`src/rtl/pending_priority_encoder.sv`:
```
// Registered N-input priority encoder: request pulses are captured into a pending
// register and handed out one index at a time over a valid/ready output stage.
module pending_priority_encoder #(
    parameter int N       = 8,
    parameter int W       = $clog2(N),
    parameter bit RR_MODE = 1'b0
) (
    input  logic         clk,
    input  logic         rst,
    input  logic [N-1:0] req_in,
    input  logic         clr_all,
    input  logic         out_ready,
    output logic         out_valid,
    output logic [W-1:0] out_idx,
    output logic [N-1:0] pending,
    output logic         overflow
);

    typedef enum logic {IDLE, HOLD} state_t;

    state_t         state_reg, state_next;
    logic [N-1:0]   pending_reg, pending_next;
    logic [W-1:0]   idx_reg, idx_next;
    logic [W-1:0]   last_idx_reg, last_idx_next;
    logic           overflow_reg, overflow_next;
    logic [N-1:0]   load_mask;
    logic [W-1:0]   base_idx;
    logic [W-1:0]   sel;
    logic           load;
    logic [W-1:0]   cand [N];

    // Fixed priority is the round-robin order seen from last_idx = 0.
    assign base_idx = RR_MODE ? last_idx_reg : '0;

    // cand[k] is the (k+1)-th line to inspect: base-1, base-2, ... wrapping modulo N.
    for (genvar gi = 0; gi < N; gi++) begin : g_cand
        assign cand[gi] = W'((int'(base_idx) + 2 * N - gi - 1) % N);
    end

    always_comb begin
        sel = '0;
        for (int k = N - 1; k >= 0; k--) begin
            if (pending_reg[cand[k]]) begin
                sel = cand[k];
            end
        end
    end

    assign out_valid = (state_reg == HOLD);
    assign load      = (!out_valid || out_ready) && (|pending_reg);
    assign load_mask = load ? (N'(1) << sel) : '0;

    always_comb begin
        state_next    = state_reg;
        idx_next      = idx_reg;
        last_idx_next = last_idx_reg;
        case (state_reg)
            IDLE: if (load) state_next = HOLD;
            HOLD: if (out_ready && !load) state_next = IDLE;
            default: state_next = IDLE;
        endcase
        if (load) begin
            idx_next = sel;
            if (RR_MODE) last_idx_next = sel;
        end
    end

    // Fresh requests win over both clr_all and the load clear on the same bit.
    assign pending_next  = (pending_reg & ~load_mask & ~{N{clr_all}}) | req_in;
    assign overflow_next = (|(req_in & pending_reg & ~load_mask)) && !clr_all;

    always_ff @(posedge clk or posedge rst) begin
        if (rst) begin
            state_reg    <= IDLE;
            pending_reg  <= '0;
            idx_reg      <= '0;
            last_idx_reg <= '0;
            overflow_reg <= 1'b0;
        end else begin
            state_reg    <= state_next;
            pending_reg  <= pending_next;
            idx_reg      <= idx_next;
            last_idx_reg <= last_idx_next;
            overflow_reg <= overflow_next;
        end
    end

    assign out_idx  = idx_reg;
    assign pending  = pending_reg;
    assign overflow = overflow_reg;

endmodule

```
`config.mk`:
```
export PLATFORM = sky130hd
export DESIGN_NAME = pending_priority_encoder
export DESIGN_NICKNAME = d
export VERILOG_FILES = /design/src/rtl/pending_priority_encoder.sv
export SDC_FILE = /design/constraint.sdc
export NUM_CORES = 1
export LEC_CHECK = 0
export BUFFER_PORTS_ARGS = -buffer_cell sky130_fd_sc_hd__buf_2
export CORE_AREA = 2 2 41 43
export DETAILED_ROUTE_END_ITERATION = 10
export DIE_AREA = 0 0 43 45
export PLACE_DENSITY = 0.77
export SLEW_MARGIN = 20
export SYNTH_ARGS = -nofsm -noshare
export SYNTH_HDL_FRONTEND = slang
export SYNTH_SLANG_ARGS = --single-unit
```
`constraint.sdc`:
```
create_clock -name clk -period 2.5 [get_ports clk]
set_input_delay 0.5 -clock clk [delete_from_list [all_inputs] [get_ports clk]]
set_output_delay 0.5 -clock clk [all_outputs]
set_load 0.01 [all_outputs]
```
==> run metrics <==
CP cell instances=buf_2; number of flip-flops under the largest register name=8; Total GRT Usage=0.167; grt total ovfl=0; Seq pwr share=0.538; Area after DPL=816 sq um; DR iter-0 viols=7; Core ar.=1470 sq um; Clock Latency Late Sink=280 ps; nets=108; worst hold margin=236 ps; Post-DP HPWL=1100 um; clock power share=0.287; # port buffers=24; Setup crit end kind=output pin; register area share after synthesis=0.468; Post-CTS Hold Buffers=0; Hold Vio Cnt, Final=0; Synth cell types=28; WL per Instance=12.8 um; status=finished, final reports clean; Die H=45 um; first-pass GRT wire length=2470 um; post-layout power=0.000457 W; syn_area_per_cell=10.1 sq um; fillers=149; Ys Warns=0; Longest Clk Path Bufs=2; slowest CP cell=dfrtp_1; Row Count=14; actual slew at the worst max-slew pin=517 ps; Max Cap Viol=0; CTS tree=built; initial antenna violation count=0; drt total wl=1420 um; largest net degree at the start of global routing=14; max frequency=0.656 GHz; IO Count=25; setup violators final=0; #FFs+latches synth=13; Routed Antenna Nets=0; Int Pwr=0.000322 W; NetSw=0.000135 W; CTS Sinks=13; Final Cell Area=843 sq um; share of cells above drive strength 1=0.368; Post-Syn Nets=81; number of global-route vias before repair=551; antenna cells=0; buffers and inverters on the worst path=1; clock buffer count from CTS=3; nature of the critical path startpoint=flip-flop; Setup TNS=0 ps; Initial Util=0.472; Crit path max-delay family=flip-flops; CP Max Fanout=10; chip width=43 um; area grow syn2layout=21.4%; period utilisation layout=0.609; Crit Path Category=reg2out; Final min period=1520 ps; Peak supply drop=0.366 mV; Clock Skews=8.34 ps; Post-route DRC=0; Pleak=0.374 nW; Clock transition at path regs=90 ps; Worst Path Arrival=1020 ps; Setup Fix Bufs, Post-CTS=0; Post-Synthesis Cells=69; First-pass DRT Iterations=4; Final Wtd Congestion=0.829; Relative slew margins=0.655; Worst EP required=2000 ps; Net Sw Frac=0.295; die area=1940 sq um; RSZ-0062 raised after global routing=false; Slowest Stage Delay on Critical Path=550 ps; Post-Syn Area=694 sq um; Vias/cell=5.63; Power per Cell Area=542 nW/um^2; worst hold path class=in2async; combinational power share=0.175; Root Driver=clkbuf_4; H-tree levels=1; DR vias=625; fin. max-slew vios=0; Post-CTS Resized=0
-- power groups by stage --
stage                     registers [W]  clock network [W]  logic (W)
after floorplan                0.000252                  0  0.0000446
after global placement         0.000249                  0  0.0000789
after detailed placement       0.000250                  0  0.0000805
after CTS                      0.000246           0.000135  0.0000808
after global routing           0.000250           0.000143  0.0000898
final                          0.000246           0.000131  0.0000797
-- metal layers --
metal | vias up | part of all wire | GRT usage
met5 | - | 0 | 0
met2 | 20 | 0.44 | 0.261
met1 | 294 | 0.50 | 0.249
li1 | 309 | - | -
met4 | 0 | 0.012 | 0.0364
met3 | 2 | 0.044 | 0.0240
-- synthesized netlist by cell type (all sizes together) --
master / count / area [sq um]
or2: 1 / 6.26
or3: 2 / 12.5
o211ai: 2 / 15.0
nand4: 1 / 6.26
nand3: 2 / 10.0
nand2: 2 / 7.51
nor4: 2 / 27.5
nand2b: 3 / 26.3
dfrtp: 13 / 325
a31o: 6 / 52.6
a211oi: 1 / 7.51
o21ai: 6 / 30.0
nor2: 6 / 30.0
buf: 2 / 18.8
a21oi: 5 / 25.0
a21o: 1 / 7.51
nor2b: 1 / 13.8
inv: 6 / 22.5
o2111ai: 1 / 8.76
nor3: 2 / 10.0
o21bai: 1 / 7.51
a22oi: 2 / 15.0
a311oi: 1 / 8.76
-- metrics by stage --
stage	cells	utilization	setup WS, ps
finish	111	0.573	976
global route	111	0.573	805
CTS	111	0.573	969
detailed placement	107	0.554	884
global placement	107	0.554	930
floorplan	69	-	1030
-- final cells by class --
type,instances,area (sq um),share of cell area
repair buffers,24,120,0.142
multi-input cells,48,328,0.389
inverters,6,22.5,0.0267
clock inverters,1,5.00,0.00593
flip-flops and latches,13,325,0.386
well taps,16,20.0,0.0237
clock buffers,3,22.5,0.0267
-- path summary, 6_finish.rpt --
check / slack, ps / start / endpoint / cells past startpoint
max: 980 / pending[7] / pending[7] / 1
min: 240 / rst / out_idx[2] / 2
max reg2reg: 980 / pending[5] / overflow / 4
min reg2reg: 520 / out_idx[2] / out_idx[2] / 2
max in group asynchronous: 1910 / rst / out_idx[1] / 2
min in group clk: 410 / req_in[2] / pending[2] / 2
-- cells by family after synthesis --
kind of cell    after synthesis  share of synthesized area
simple gates                 22                      0.216
compound gates               26                      0.256
flops                        13                      0.468
buf+inv                       8                     0.0595
-- cell usage in the layout (no fill, tap or decap), drive strengths merged --
| cell type | Yosys | layout |
|---|---|---|
| a22oi | 2 | 2 |
| a31o | 6 | 6 |
| inv | 6 | 6 |
| nor4 | 2 | 2 |
| a311oi | 1 | 1 |
| o211ai | 2 | 2 |
| a21o | 1 | 1 |
| or3 | 2 | 2 |
| a211oi | 1 | 1 |
| o21bai | 1 | 1 |
| o21ai | 6 | 6 |
| nor3 | 2 | 2 |
| or2 | 1 | 1 |
| dfrtp | 13 | 13 |
| nor2b | 1 | 1 |
| nand3 | 2 | 2 |
| nor2 | 6 | 6 |
| o2111ai | 1 | 1 |
| clkbuf | 0 | 3 |
| buf | 2 | 24 |
| a21oi | 5 | 5 |
| nand2 | 2 | 2 |
| nand4 | 1 | 1 |
| nand2b | 3 | 3 |
| clkinv | 0 | 1 |
Note: power is estimated with default switching activity, not from simulation.
